--- config.mk ---
export PLATFORM = sky130hd
export DESIGN_NAME = ls_arb_flat
export DESIGN_NICKNAME = d
export VERILOG_FILES = /design/src/rtl/ls_pkg.sv /design/src/rtl/ls_arb_if.sv /design/src/rtl/ls_age_cnt.sv /design/src/rtl/ls_arb.sv /design/src/flat_wrapper.sv
export SDC_FILE = /design/constraint.sdc
export NUM_CORES = 1
export LEC_CHECK = 0
export CORE_AREA = 5 5 133 135
export DETAILED_ROUTE_END_ITERATION = 10
export DIE_AREA = 0 0 138 140
export GPL_TIMING_DRIVEN = 1
export PLACE_DENSITY = 0.67
export SYNTH_ARGS = -nofsm -noshare
export SYNTH_HDL_FRONTEND = slang
export SYNTH_SLANG_ARGS = --single-unit
--- constraint.sdc ---
create_clock -name clk -period 3.05 [get_ports clk]
set_input_delay 0.305 -clock clk [delete_from_list [all_inputs] [get_ports clk]]
set_output_delay 0.305 -clock clk [all_outputs]
set_load 0.01 [all_outputs]
--- src/rtl/ls_pkg.sv ---
// ls_pkg: definitions shared by the load/store arbiter files.
//   state_t          : arbiter sequencing states (IDLE, REQ, RSP)
//   GNT_AG/RD/AXIS   : bit positions of each requester in the one-hot grant
package ls_pkg;

    typedef enum logic [1:0] {
        ST_IDLE = 2'd0,
        ST_REQ  = 2'd1,
        ST_RSP  = 2'd2
    } state_t;

    localparam int GNT_AG   = 0;
    localparam int GNT_RD   = 1;
    localparam int GNT_AXIS = 2;

endpackage

--- src/rtl/ls_arb_if.sv ---
// ls_arb_if: bundle of every requester, response and memory-port signal
// around the load/store arbiter.
//   hs_X4arb_val / i_X_*  : request valid and payload, X in {axis, rd, ag}
//   hs_arb4X_rdy, o_rdat  : one-cycle done strobe and response data
//   hs_arb4mem_val, o_mem_*, hs_mem4arb_rdy : command to the memory port
//   i_mem_rsp, i_mem_rdat : response strobe and data from memory
//   o_gnt, o_proto_err    : current owner and sticky protocol error
// Modports: slave = arbiter side, master = requesters plus memory side.
interface ls_arb_if #(
    parameter int AW = 32,
    parameter int DW = 32
);
    logic          hs_axis4arb_val;
    logic [AW-1:0] i_axis_adr;
    logic [DW-1:0] i_axis_wdat;
    logic [3:0]    i_axis_wen;
    logic          i_axis_ren;

    logic          hs_rd4arb_val;
    logic [AW-1:0] i_rd_adr;
    logic [DW-1:0] i_rd_wdat;
    logic [3:0]    i_rd_wen;
    logic          i_rd_ren;

    logic          hs_ag4arb_val;
    logic [AW-1:0] i_ag_adr;
    logic [DW-1:0] i_ag_wdat;
    logic [3:0]    i_ag_wen;
    logic          i_ag_ren;

    logic          hs_arb4axis_rdy;
    logic          hs_arb4rd_rdy;
    logic          hs_arb4ag_rdy;
    logic [DW-1:0] o_rdat;

    logic          hs_arb4mem_val;
    logic          hs_mem4arb_rdy;
    logic [AW-1:0] o_mem_adr;
    logic [DW-1:0] o_mem_wdat;
    logic [3:0]    o_mem_wen;
    logic          o_mem_ren;
    logic          i_mem_rsp;
    logic [DW-1:0] i_mem_rdat;

    logic [2:0]    o_gnt;
    logic          o_proto_err;

    modport slave (
        input  hs_axis4arb_val, i_axis_adr, i_axis_wdat, i_axis_wen, i_axis_ren,
        input  hs_rd4arb_val, i_rd_adr, i_rd_wdat, i_rd_wen, i_rd_ren,
        input  hs_ag4arb_val, i_ag_adr, i_ag_wdat, i_ag_wen, i_ag_ren,
        output hs_arb4axis_rdy, hs_arb4rd_rdy, hs_arb4ag_rdy, o_rdat,
        output hs_arb4mem_val, o_mem_adr, o_mem_wdat, o_mem_wen, o_mem_ren,
        input  hs_mem4arb_rdy, i_mem_rsp, i_mem_rdat,
        output o_gnt, o_proto_err
    );

    modport master (
        output hs_axis4arb_val, i_axis_adr, i_axis_wdat, i_axis_wen, i_axis_ren,
        output hs_rd4arb_val, i_rd_adr, i_rd_wdat, i_rd_wen, i_rd_ren,
        output hs_ag4arb_val, i_ag_adr, i_ag_wdat, i_ag_wen, i_ag_ren,
        input  hs_arb4axis_rdy, hs_arb4rd_rdy, hs_arb4ag_rdy, o_rdat,
        input  hs_arb4mem_val, o_mem_adr, o_mem_wdat, o_mem_wen, o_mem_ren,
        output hs_mem4arb_rdy, i_mem_rsp, i_mem_rdat,
        input  o_gnt, o_proto_err
    );
endinterface

--- src/rtl/ls_age_cnt.sv ---
// ls_age_cnt: saturating starvation counter for one low-priority requester.
//   clk, rst_n : clock, asynchronous active-low reset
//   req        : requester's val
//   lose       : an IDLE arbitration was won by someone else
//   win        : this requester is being granted
//   aged       : counter has reached AGE_MAX; requester gets promoted
module ls_age_cnt #(
    parameter int AGE_MAX = 8
) (
    input  logic clk,
    input  logic rst_n,
    input  logic req,
    input  logic lose,
    input  logic win,
    output logic aged
);
    localparam int CW = $clog2(AGE_MAX + 1);
    localparam logic [CW-1:0] CNT_MAX = CW'(AGE_MAX);

    logic [CW-1:0] cnt;

    // NOTE: clocked state uses non-blocking assignments so every flop
    // samples pre-edge values regardless of block evaluation order.
    always_ff @(posedge clk or negedge rst_n) begin
        if (!rst_n) begin
            cnt <= '0;
        end else if (!req || win) begin
            cnt <= '0;
        end else if (lose && (cnt != CNT_MAX)) begin
            cnt <= cnt + 1'b1;
        end
    end

    assign aged = (cnt == CNT_MAX);

endmodule

--- src/rtl/ls_arb.sv ---
// ls_arb: shares the single load/store memory port between AXIS, IFU (rd)
// and AGU (ag). One transaction outstanding; fixed priority with aging.
//   clk, rst_n : clock, asynchronous active-low reset
//   bus        : ls_arb_if slave modport carrying all requester, response
//                and memory-port signals
module ls_arb
    import ls_pkg::*;
#(
    parameter int AGE_MAX = 8,
    parameter int AW      = 32,
    parameter int DW      = 32
) (
    input  logic      clk,
    input  logic      rst_n,
    ls_arb_if.slave   bus
);
    state_t        state, state_nxt;
    logic [2:0]    gnt;
    logic [2:0]    win;
    logic [2:0]    done;
    logic          rd_aged, ag_aged;
    logic          proto_err;

    logic [AW-1:0] mem_adr, sel_adr;
    logic [DW-1:0] mem_wdat, sel_wdat;
    logic [3:0]    mem_wen, sel_wen;
    logic          mem_ren, sel_ren;

    // The IFU is always a plain read, so its write payload is never used.
    logic unused_rd;
    assign unused_rd = ^{bus.i_rd_wdat, bus.i_rd_wen, bus.i_rd_ren};

    // Arbitration: aged rd, aged ag, axis, rd, ag. Only meaningful in IDLE.
    // NOTE: every signal assigned in a combinational block gets a default
    // first, so no path leaves it unassigned and infers a latch.
    always_comb begin
        win = '0;
        if (state == ST_IDLE) begin
            if (bus.hs_rd4arb_val && rd_aged)      win[GNT_RD]   = 1'b1;
            else if (bus.hs_ag4arb_val && ag_aged) win[GNT_AG]   = 1'b1;
            else if (bus.hs_axis4arb_val)          win[GNT_AXIS] = 1'b1;
            else if (bus.hs_rd4arb_val)            win[GNT_RD]   = 1'b1;
            else if (bus.hs_ag4arb_val)            win[GNT_AG]   = 1'b1;
        end
    end

    // Payload of the winner; rd is forced to a read with zero write data.
    always_comb begin
        sel_adr  = '0;
        sel_wdat = '0;
        sel_wen  = '0;
        sel_ren  = 1'b0;
        if (win[GNT_AXIS]) begin
            sel_adr  = bus.i_axis_adr;
            sel_wdat = bus.i_axis_wdat;
            sel_wen  = bus.i_axis_wen;
            sel_ren  = bus.i_axis_ren;
        end else if (win[GNT_RD]) begin
            sel_adr  = bus.i_rd_adr;
            sel_ren  = 1'b1;
        end else if (win[GNT_AG]) begin
            sel_adr  = bus.i_ag_adr;
            sel_wdat = bus.i_ag_wdat;
            sel_wen  = bus.i_ag_wen;
            sel_ren  = bus.i_ag_ren;
        end
    end

    // Starvation counters for the two promotable requesters.
    ls_age_cnt #(.AGE_MAX(AGE_MAX)) u_age_rd (
        .clk  (clk),
        .rst_n(rst_n),
        .req  (bus.hs_rd4arb_val),
        .lose ((|win) && !win[GNT_RD]),
        .win  (win[GNT_RD]),
        .aged (rd_aged)
    );

    ls_age_cnt #(.AGE_MAX(AGE_MAX)) u_age_ag (
        .clk  (clk),
        .rst_n(rst_n),
        .req  (bus.hs_ag4arb_val),
        .lose ((|win) && !win[GNT_AG]),
        .win  (win[GNT_AG]),
        .aged (ag_aged)
    );

    // FSM: state register.
    always_ff @(posedge clk or negedge rst_n) begin
        if (!rst_n) state <= ST_IDLE;
        else        state <= state_nxt;
    end

    // FSM: next state. Wait states in REQ and RSP are unbounded.
    always_comb begin
        state_nxt = state;
        unique case (state)
            ST_IDLE: if (|win)              state_nxt = ST_REQ;
            ST_REQ:  if (bus.hs_mem4arb_rdy) state_nxt = ST_RSP;
            ST_RSP:  if (bus.i_mem_rsp)      state_nxt = ST_IDLE;
            default:                         state_nxt = ST_IDLE;
        endcase
    end

    // FSM: outputs. Done strobe and read data pass straight through from
    // the memory response, gated to the current owner.
    always_comb begin
        bus.hs_arb4mem_val = (state == ST_REQ);
        done               = ((state == ST_RSP) && bus.i_mem_rsp) ? gnt : 3'b000;
        bus.o_rdat         = (|done) ? bus.i_mem_rdat : '0;
    end

    assign bus.hs_arb4axis_rdy = done[GNT_AXIS];
    assign bus.hs_arb4rd_rdy   = done[GNT_RD];
    assign bus.hs_arb4ag_rdy   = done[GNT_AG];

    // Grant, command payload (sampled only at IDLE->REQ) and sticky error.
    always_ff @(posedge clk or negedge rst_n) begin
        if (!rst_n) begin
            gnt       <= '0;
            mem_adr   <= '0;
            mem_wdat  <= '0;
            mem_wen   <= '0;
            mem_ren   <= 1'b0;
            proto_err <= 1'b0;
        end else begin
            if (|win) begin
                gnt      <= win;
                mem_adr  <= sel_adr;
                mem_wdat <= sel_wdat;
                mem_wen  <= sel_wen;
                mem_ren  <= sel_ren;
            end else if ((state == ST_RSP) && bus.i_mem_rsp) begin
                gnt <= '0;
            end
            if (bus.i_mem_rsp && (state != ST_RSP)) proto_err <= 1'b1;
        end
    end

    assign bus.o_gnt       = gnt;
    assign bus.o_mem_adr   = mem_adr;
    assign bus.o_mem_wdat  = mem_wdat;
    assign bus.o_mem_wen   = mem_wen;
    assign bus.o_mem_ren   = mem_ren;
    assign bus.o_proto_err = proto_err;

endmodule
--- src/flat_wrapper.sv ---
// flat-port wrapper written by rule: the top's interface ports become plain ports
module ls_arb_flat import ls_pkg::*;
#(
    parameter int AGE_MAX = 8,
    parameter int AW      = 32,
    parameter int DW      = 32
)
  (clk, rst_n, bus_hs_axis4arb_val, bus_i_axis_adr, bus_i_axis_wdat, bus_i_axis_wen, bus_i_axis_ren, bus_hs_rd4arb_val, bus_i_rd_adr, bus_i_rd_wdat, bus_i_rd_wen, bus_i_rd_ren, bus_hs_ag4arb_val, bus_i_ag_adr, bus_i_ag_wdat, bus_i_ag_wen, bus_i_ag_ren, bus_hs_arb4axis_rdy, bus_hs_arb4rd_rdy, bus_hs_arb4ag_rdy, bus_o_rdat, bus_hs_arb4mem_val, bus_o_mem_adr, bus_o_mem_wdat, bus_o_mem_wen, bus_o_mem_ren, bus_hs_mem4arb_rdy, bus_i_mem_rsp, bus_i_mem_rdat, bus_o_gnt, bus_o_proto_err);
  ls_arb_if #(.AW(AW), .DW(DW)) bus_i ();
  input  logic clk;
  input  logic rst_n;
  input wire logic [$bits(bus_i.hs_axis4arb_val)-1:0] bus_hs_axis4arb_val;
  input wire logic [$bits(bus_i.i_axis_adr)-1:0] bus_i_axis_adr;
  input wire logic [$bits(bus_i.i_axis_wdat)-1:0] bus_i_axis_wdat;
  input wire logic [$bits(bus_i.i_axis_wen)-1:0] bus_i_axis_wen;
  input wire logic [$bits(bus_i.i_axis_ren)-1:0] bus_i_axis_ren;
  input wire logic [$bits(bus_i.hs_rd4arb_val)-1:0] bus_hs_rd4arb_val;
  input wire logic [$bits(bus_i.i_rd_adr)-1:0] bus_i_rd_adr;
  input wire logic [$bits(bus_i.i_rd_wdat)-1:0] bus_i_rd_wdat;
  input wire logic [$bits(bus_i.i_rd_wen)-1:0] bus_i_rd_wen;
  input wire logic [$bits(bus_i.i_rd_ren)-1:0] bus_i_rd_ren;
  input wire logic [$bits(bus_i.hs_ag4arb_val)-1:0] bus_hs_ag4arb_val;
  input wire logic [$bits(bus_i.i_ag_adr)-1:0] bus_i_ag_adr;
  input wire logic [$bits(bus_i.i_ag_wdat)-1:0] bus_i_ag_wdat;
  input wire logic [$bits(bus_i.i_ag_wen)-1:0] bus_i_ag_wen;
  input wire logic [$bits(bus_i.i_ag_ren)-1:0] bus_i_ag_ren;
  output wire logic [$bits(bus_i.hs_arb4axis_rdy)-1:0] bus_hs_arb4axis_rdy;
  output wire logic [$bits(bus_i.hs_arb4rd_rdy)-1:0] bus_hs_arb4rd_rdy;
  output wire logic [$bits(bus_i.hs_arb4ag_rdy)-1:0] bus_hs_arb4ag_rdy;
  output wire logic [$bits(bus_i.o_rdat)-1:0] bus_o_rdat;
  output wire logic [$bits(bus_i.hs_arb4mem_val)-1:0] bus_hs_arb4mem_val;
  output wire logic [$bits(bus_i.o_mem_adr)-1:0] bus_o_mem_adr;
  output wire logic [$bits(bus_i.o_mem_wdat)-1:0] bus_o_mem_wdat;
  output wire logic [$bits(bus_i.o_mem_wen)-1:0] bus_o_mem_wen;
  output wire logic [$bits(bus_i.o_mem_ren)-1:0] bus_o_mem_ren;
  input wire logic [$bits(bus_i.hs_mem4arb_rdy)-1:0] bus_hs_mem4arb_rdy;
  input wire logic [$bits(bus_i.i_mem_rsp)-1:0] bus_i_mem_rsp;
  input wire logic [$bits(bus_i.i_mem_rdat)-1:0] bus_i_mem_rdat;
  output wire logic [$bits(bus_i.o_gnt)-1:0] bus_o_gnt;
  output wire logic [$bits(bus_i.o_proto_err)-1:0] bus_o_proto_err;
  assign bus_i.hs_axis4arb_val = bus_hs_axis4arb_val;
  assign bus_i.i_axis_adr = bus_i_axis_adr;
  assign bus_i.i_axis_wdat = bus_i_axis_wdat;
  assign bus_i.i_axis_wen = bus_i_axis_wen;
  assign bus_i.i_axis_ren = bus_i_axis_ren;
  assign bus_i.hs_rd4arb_val = bus_hs_rd4arb_val;
  assign bus_i.i_rd_adr = bus_i_rd_adr;
  assign bus_i.i_rd_wdat = bus_i_rd_wdat;
  assign bus_i.i_rd_wen = bus_i_rd_wen;
  assign bus_i.i_rd_ren = bus_i_rd_ren;
  assign bus_i.hs_ag4arb_val = bus_hs_ag4arb_val;
  assign bus_i.i_ag_adr = bus_i_ag_adr;
  assign bus_i.i_ag_wdat = bus_i_ag_wdat;
  assign bus_i.i_ag_wen = bus_i_ag_wen;
  assign bus_i.i_ag_ren = bus_i_ag_ren;
  assign bus_hs_arb4axis_rdy = bus_i.hs_arb4axis_rdy;
  assign bus_hs_arb4rd_rdy = bus_i.hs_arb4rd_rdy;
  assign bus_hs_arb4ag_rdy = bus_i.hs_arb4ag_rdy;
  assign bus_o_rdat = bus_i.o_rdat;
  assign bus_hs_arb4mem_val = bus_i.hs_arb4mem_val;
  assign bus_o_mem_adr = bus_i.o_mem_adr;
  assign bus_o_mem_wdat = bus_i.o_mem_wdat;
  assign bus_o_mem_wen = bus_i.o_mem_wen;
  assign bus_o_mem_ren = bus_i.o_mem_ren;
  assign bus_i.hs_mem4arb_rdy = bus_hs_mem4arb_rdy;
  assign bus_i.i_mem_rsp = bus_i_mem_rsp;
  assign bus_i.i_mem_rdat = bus_i_mem_rdat;
  assign bus_o_gnt = bus_i.o_gnt;
  assign bus_o_proto_err = bus_i.o_proto_err;
  ls_arb #(.AGE_MAX(AGE_MAX), .AW(AW), .DW(DW)) u_core (.clk(clk), .rst_n(rst_n), .bus(bus_i));
endmodule
---- Word level (Yosys, flattened, before mapping) ----
Index checks and enable logic that the tools add are counted.
word-level totals
  register bits ........................... 83
  bits in latches ......................... 0
  memory bits (writable) .................. 0
  bits in read-only memories .............. 0
  output and inout bits ................... 109
  memories ................................ 0
cells by class
  $add $sub $neg .......................... 2
  multipliers ............................. 0
  div/mod/pow operators ................... 0
  $lt $le $gt $ge ......................... 0
  eq/ne operators ......................... 10
  shift-type cells ........................ 0
  muxes and demuxes ....................... 35
  bitwise gates (word level) .............. 0
  reduce and logical (&&, ||, !) cells .... 21
operators with widths
  kind                                                                      count
  32-bit 2-to-1 mux                                                         7
  4-bit 2-to-1 mux                                                          7
  3-bit 2-to-1 mux                                                          4
  1-bit 2-to-1 mux                                                          11
  2-bit 2-to-1 mux                                                          5
  4-bit by 1-bit adder with 4-bit output (second input constant)            2
  4-bit equality test (second input constant)                               2
  1-bit logical AND                                                         8
  4-bit inequality test (second input constant)                             2
  2-bit inequality test (second input constant)                             3
  2-bit one-hot mux with 3 select lines                                     1
  2-bit nonzero test                                                        3
  3-bit OR reduction                                                        2
  1-bit logical NOT                                                         4
  3-bit AND reduction                                                       1
  2-bit by 1-bit equality test with 1-bit output (second input constant)    1
  2-bit equality test (second input constant)                               1
  2-bit logical NOT                                                         1
  1-bit logical OR                                                          2
  2-bit by 1-bit inequality test with 1-bit output (second input constant)  1

---- Logic depth before layout (Yosys ltp) ----
Gate-level depths: netlist (run 1).
  depth in word-level cells ............... 11
  gate-level depth with buffers ........... 11

---- By module ----
From an unflattened synthesis (run 1), not the netlist that was laid out.
unflattened totals
  cell total of the unflattened synthesis .. 436
  area, all modules ....................... 4450.5 sq um
by module, submodules not included
  module      times used  cells each  area each (sq um)
  ls_arb      1           386         3975.1
  ls_age_cnt  2           25          237.7

---- Worst setup path before layout (run 1) ----
OpenSTA, ideal clock, no wires.
  path type ............................... register to register
  start point ............................. register u_core.u_age_rd.cnt[0]
  end point ............................... register u_core.mem_adr[12] (netlist: u_core.bus.o_mem_adr[12])
  library setup time ...................... 126 ps
  arrival ................................. 1706 ps
  data required time ...................... 2924 ps
  setup slack ............................. 1218 ps
  stages on the path, launching flop included .. 11
  path buffers ............................ 3
  cell sequence ........................... dfrtp_1 -> inv_1 -> ha_1 -> and3b_1 -> buf_6 -> o211ai_2 -> and3_1 -> buf_6 -> buf_6 -> a221oi_2 -> o21ai_1
between the ends
  word-level cells in the longest chain between the ends .. 7
  elaborated cells on any way between the ends .. 10
  classes of those cells .................. eq/ne (1); mux (7); reduce/logical (2)
RTL lines
  element                   RTL line          text
  start: declaration        ls_age_cnt.sv:20  logic [CW-1:0] cnt;
  start signal: assignment  ls_age_cnt.sv:30  cnt <= cnt + 1'b1;
  4-bit equality test *     ls_age_cnt.sv:34  assign aged = (cnt == CNT_MAX);
  1-bit logical AND *       ls_arb.sv:39      if (bus.hs_rd4arb_val && rd_aged) win[GNT_RD] = 1'b1;
  1-bit 2-to-1 mux          ls_arb.sv:39
  3-bit 2-to-1 mux *        ls_arb.sv:38      if (state == ST_IDLE) begin
  32-bit 2-to-1 mux         ls_arb.sv:61      end else if (win[GNT_AG]) begin
  32-bit 2-to-1 mux         ls_arb.sv:58      end else if (win[GNT_RD]) begin
  32-bit 2-to-1 mux         ls_arb.sv:53      if (win[GNT_AXIS]) begin
  end signal: assignment    ls_arb.sv:129     mem_adr <= sel_adr;
  end: declaration          ls_arb.sv:24      logic [AW-1:0] mem_adr, sel_adr;
Every way passes the cells marked *; elsewhere a longest branch is shown, timed or not.
A chain may end at the register's enable or synchronous reset.

---- Worst setup path in the final report (run 1) ----
  start point ............................. register u_core.state[0]
  end point ............................... output port bus_o_rdat[26]
between the ends
  word-level cells in the longest chain between the ends .. 5
RTL lines
  element                   RTL line            text
  start: declaration        ls_arb.sv:17        state_t state, state_nxt;
  start signal: assignment  ls_arb.sv:91        else state <= state_nxt;
  2-bit equality test       ls_arb.sv:109       done = ((state == ST_RSP) && bus.i_mem_rsp) ? gnt : 3'b000;
  1-bit logical AND         ls_arb.sv:109
  3-bit 2-to-1 mux          ls_arb.sv:109
  3-bit OR reduction        ls_arb.sv:110       bus.o_rdat = (|done) ? bus.i_mem_rdat : '0;
  32-bit 2-to-1 mux         ls_arb.sv:110
  end: declaration          flat_wrapper.sv:30  output wire logic [$bits(bus_i.o_rdat)-1:0] bus_o_rdat;
Every way passes these cells.

==> results of run 1 <==
kinds of logic after synthesis:
group                      synth area share [%]
buffers and inverters                      8.63
DFF                                        49.8
xor gates and xnor gates                   1.26
AOI/OAI and AO/OA                          22.9
adders and majority gates                  1.20
muxes                                     0.480
and+or+nand+nor                            15.8
sequential cells by signal (all words and copies together) (netlist names):
name / cells
u_core.bus.o_gnt: 3
u_core.bus.o_mem_adr: 32
u_core.bus.o_mem_ren: 1
u_core.bus.o_mem_wdat: 32
u_core.bus.o_mem_wen: 4
u_core.bus.o_proto_err: 1
u_core.state: 2
u_core.u_age_ag.cnt: 4
u_core.u_age_rd.cnt: 4
cells in the mapped netlist (2+ instances only):
cell type	count	share of area, %
sky130_fd_sc_hd__a221oi_1	2	0.42
sky130_fd_sc_hd__nand2b_1	5	0.75
sky130_fd_sc_hd__xnor2_1	4	0.84
sky130_fd_sc_hd__dfrtp_1	83	50
sky130_fd_sc_hd__nand3_1	3	0.36
sky130_fd_sc_hd__o21ai_1	8	0.96
sky130_fd_sc_hd__buf_2	11	1.3
sky130_fd_sc_hd__mux2i_1	2	0.48
sky130_fd_sc_hd__a31o_2	2	0.42
sky130_fd_sc_hd__buf_6	5	1.3
sky130_fd_sc_hd__or2_2	3	0.45
sky130_fd_sc_hd__o21ai_0	19	2.3
sky130_fd_sc_hd__o211ai_1	15	2.7
sky130_fd_sc_hd__a21oi_1	17	2.0
sky130_fd_sc_hd__buf_4	3	0.54
sky130_fd_sc_hd__a221oi_2	3	1.1
sky130_fd_sc_hd__ha_1	4	1.2
sky130_fd_sc_hd__a222oi_1	48	12
sky130_fd_sc_hd__nor2_1	14	1.3
sky130_fd_sc_hd__nand2_1	64	5.8
sky130_fd_sc_hd__and2_1	37	5.5
sky130_fd_sc_hd__inv_1	45	4.0
sky130_fd_sc_hd__clkbuf_1	13	1.2
sky130_fd_sc_hd__a21o_1	2	0.36
sky130_fd_sc_hd__xor2_1	2	0.42
sky130_fd_sc_hd__nor3_1	3	0.36
layer usage:
layer,wire length (um),GRT usage [%]
met1,6460,20.1
met2,7940,27.1
met3,1870,5.52
met4,466,6.92
met5,0,0
worst reg2reg max path, stage by stage (launching register included):
cell and delay, ns:
sky130_fd_sc_hd__dfrtp_1 0.37, sky130_fd_sc_hd__inv_1 0.08, sky130_fd_sc_hd__ha_1 0.19, sky130_fd_sc_hd__and3b_1 0.25, sky130_fd_sc_hd__a21o_1 0.25, sky130_fd_sc_hd__nor2_4 0.88
sky130_fd_sc_hd__a222oi_1 0.28, sky130_fd_sc_hd__inv_1 0.13
power by group through the flow:
stage / clock network, mW / logic, mW / registers [mW]
after floorplan: 0 / 1.23 / 2.05
after global placement: 0 / 3.05 / 1.84
after detailed placement: 0 / 3.10 / 1.87
after CTS: 1.23 / 3.11 / 1.85
after global routing: 1.27 / 3.33 / 1.91
final: 1.19 / 3.06 / 1.85
cell type report:
cell class	count	area share, %
Timing Repair Buffer	323	41.3
Sequential cell	83	26.5
Multi-Input combinational cell	269	22.3
Inverter	45	2.15
Clock buffer	10	3.05
Clock inverter	6	1.13
Tap cell	220	3.51
metrics by stage:
stage               hold WS [ns]  worst slack [ns]  area [um^2]
floorplan                0.00941              1.22         4170
global placement           0.442             0.506         7510
detailed placement         0.459             0.454         7510
CTS                        0.195             0.367         7840
global route               0.234             0.239         7840
finish                     0.133             0.381         7840
worst min-delay path by stage:
stage	from	to	slack, ns	cells past startpoint
floorplan	rst_n	u_core.bus.o_gnt[0]$_DFFE_PN0P_	0.009	0
global placement	u_core.bus.o_proto_err$_DFFE_PN0P_	u_core.bus.o_proto_err$_DFFE_PN0P_	0.44	1
detailed placement	u_core.bus.o_proto_err$_DFFE_PN0P_	u_core.bus.o_proto_err$_DFFE_PN0P_	0.46	1
CTS	rst_n	u_core.bus.o_mem_adr[4]$_DFFE_PN0N_	0.20	1
global route	rst_n	u_core.bus.o_mem_adr[4]$_DFFE_PN0N_	0.23	1
finish	rst_n	u_core.bus.o_mem_adr[4]$_DFFE_PN0N_	0.13	1
==> qor.csv, run 1 <==
metric;value;unit
worst vdd rail ir drop;0.000387;V
Cell Count, Final, Fillers Out;956;
first drt pass iteration count;8;
top flip-flop cell by instance count after synthesis;sky130_fd_sc_hd__dfrtp_1;
clock tree from TritonCTS;built;
crit path time final;2.67;ns
maximum number of pins on one net before global-route repair;84;
sequential cell area in the final layout;2080;um^2
end point of the critical path;bus_o_rdat[26];
Die H;140;um
number of slew-limit violations in the final report;0;
total die area;19300;um^2
post-layout utilization of the core;48.0;%
Worst-Skew Late Latency;0.34;ns
number of flops mapped to enable cells by yosys;0;
setup repair after global routing missed its margin;false;
Seq pwr share;30.4;%
I/O Buffers;317;
instance count after placement with tap cells included;940;
Setup TNS;0;ns
initial drt markers;348;
number of core rows;47;
Maximum Capacitance Violations;0;
proportion of power drawn by combinational gates;50.1;%
Bufs and invs on worst path;2;
startpoint of the worst register-to-register path;u_core.u_age_rd.cnt[0]$_DFFE_PN0P_;
distinct cell type count after synthesis;40;
Max FO, Critical Path;32;
Hold Crit Class;input pin to async pin;
slack of the worst reg-to-reg path;0.55;ns
number of design rule violations left after detail routing;0;
critical setup path kind;flop to output pin;
total I/O pin count;355;
register bit total from synthesis;83;
CP peak stage delay;0.54;ns
Bufs on Longest Clock Path;2;
instance count on the critical path;6;
Psw;2.12;mW
antenna diode count;0;
post-route clock skew;0.00912;ns
Clock Sink Count;83;
fraction of registers with async set/reset;100;%
share of final-layout standard cells stronger than drive strength 1;4.89;%
Worst setup SP type;flop;
post-CTS setup-driven buffer insertion count;0;
remaining global-route overflow;0;
post-route clock period utilization;87.5;%
highest-count cells in the layout ignoring fill and taps;sky130_fd_sc_hd__clkdlybuf4s50_1 (316), sky130_fd_sc_hd__dfrtp_1 (83), sky130_fd_sc_hd__nand2_1 (64);
Cell Int Power;3.97;mW
number of global-route vias before repair;4756;
Worst setup EP type;output pin;
cell leakage power;3.33;nW
H-tree depth reported by CTS;3;
Clk pin slew, worst setup/hold paths;0.07;ns
Slowest-stage cell, CP;sky130_fd_sc_hd__clkdlybuf4s50_1;
Final Setup Violations;0;
gpl congestion;0.876;
starting density of the core;25.5;%
share of synthesized area occupied by flip-flops and latches;49.8;%
HPWL after detailed placement;12800;um
number of vias in the routed layout;4537;
die width;138;um
Max Clock Freq;375;MHz
syn_nets;681;
Arrival @ worst endpoint;2.36;ns
detail-routed via count per cell;4.75;
most frequent standard cell in the layout excluding fill and tap cells;sky130_fd_sc_hd__clkdlybuf4s50_1;
worst rel slew slack;22.5;%
power per cell area;777;nW/um^2
Worst Path Required;2.74;ns
total chip power;6.10;mW
antenna-violating nets left;0;
CP cell instances;nand2b_1, or2_2, nor2_1, buf_4, and2_1, clkdlybuf4s50_1;
core area;16300;um^2
number of cells produced by synthesis;431;
layout overhead on the synthesized area;87.9;%
status;finished clean;
total standard cell area after synthesis;4170;um^2
Final Hold Fails;0;
Final nets;981;
number of buffers created by CTS;9;
initial antenna violation count;0;
Mapped Avg Cell Area;9.68;um^2
slew at the pin with the worst max-slew slack;1.16;ns
cell family with most CP delay;simple AND/OR/NAND/NOR gates;
area of the multi-input gates;1750;um^2
Reg2Reg Capture Point;u_core.bus.o_mem_wdat[20]$_DFFE_PN0N_;
Ys Warns;0;
fillers;1501;
net switching share of the total power;34.8;%
Critical Path Source;u_core.state[0]$_DFFE_PN0P_;
power share of the clock group;19.5;%
worst reg-to-reg path cell count;7;
# resized after CTS;0;
Clk Tree Root Cell;sky130_fd_sc_hd__clkbuf_16;
wire length of the first global-routing pass;26000;um
Detailed Route WL;16700;um
GR Util All Layers;16.6;%
number of buffers added to fix hold violations after cts;0;
wire length per cell after detailed routing;17.5;um
Power figures use the tool's default switching activity.
==> inputs of run 2 (changes only) <==
- CTS_CLUSTER_DIAMETER: unset -> 200
==> results of run 2 <==
No change in the layout: final DEF, timing and power equal those of run 1.
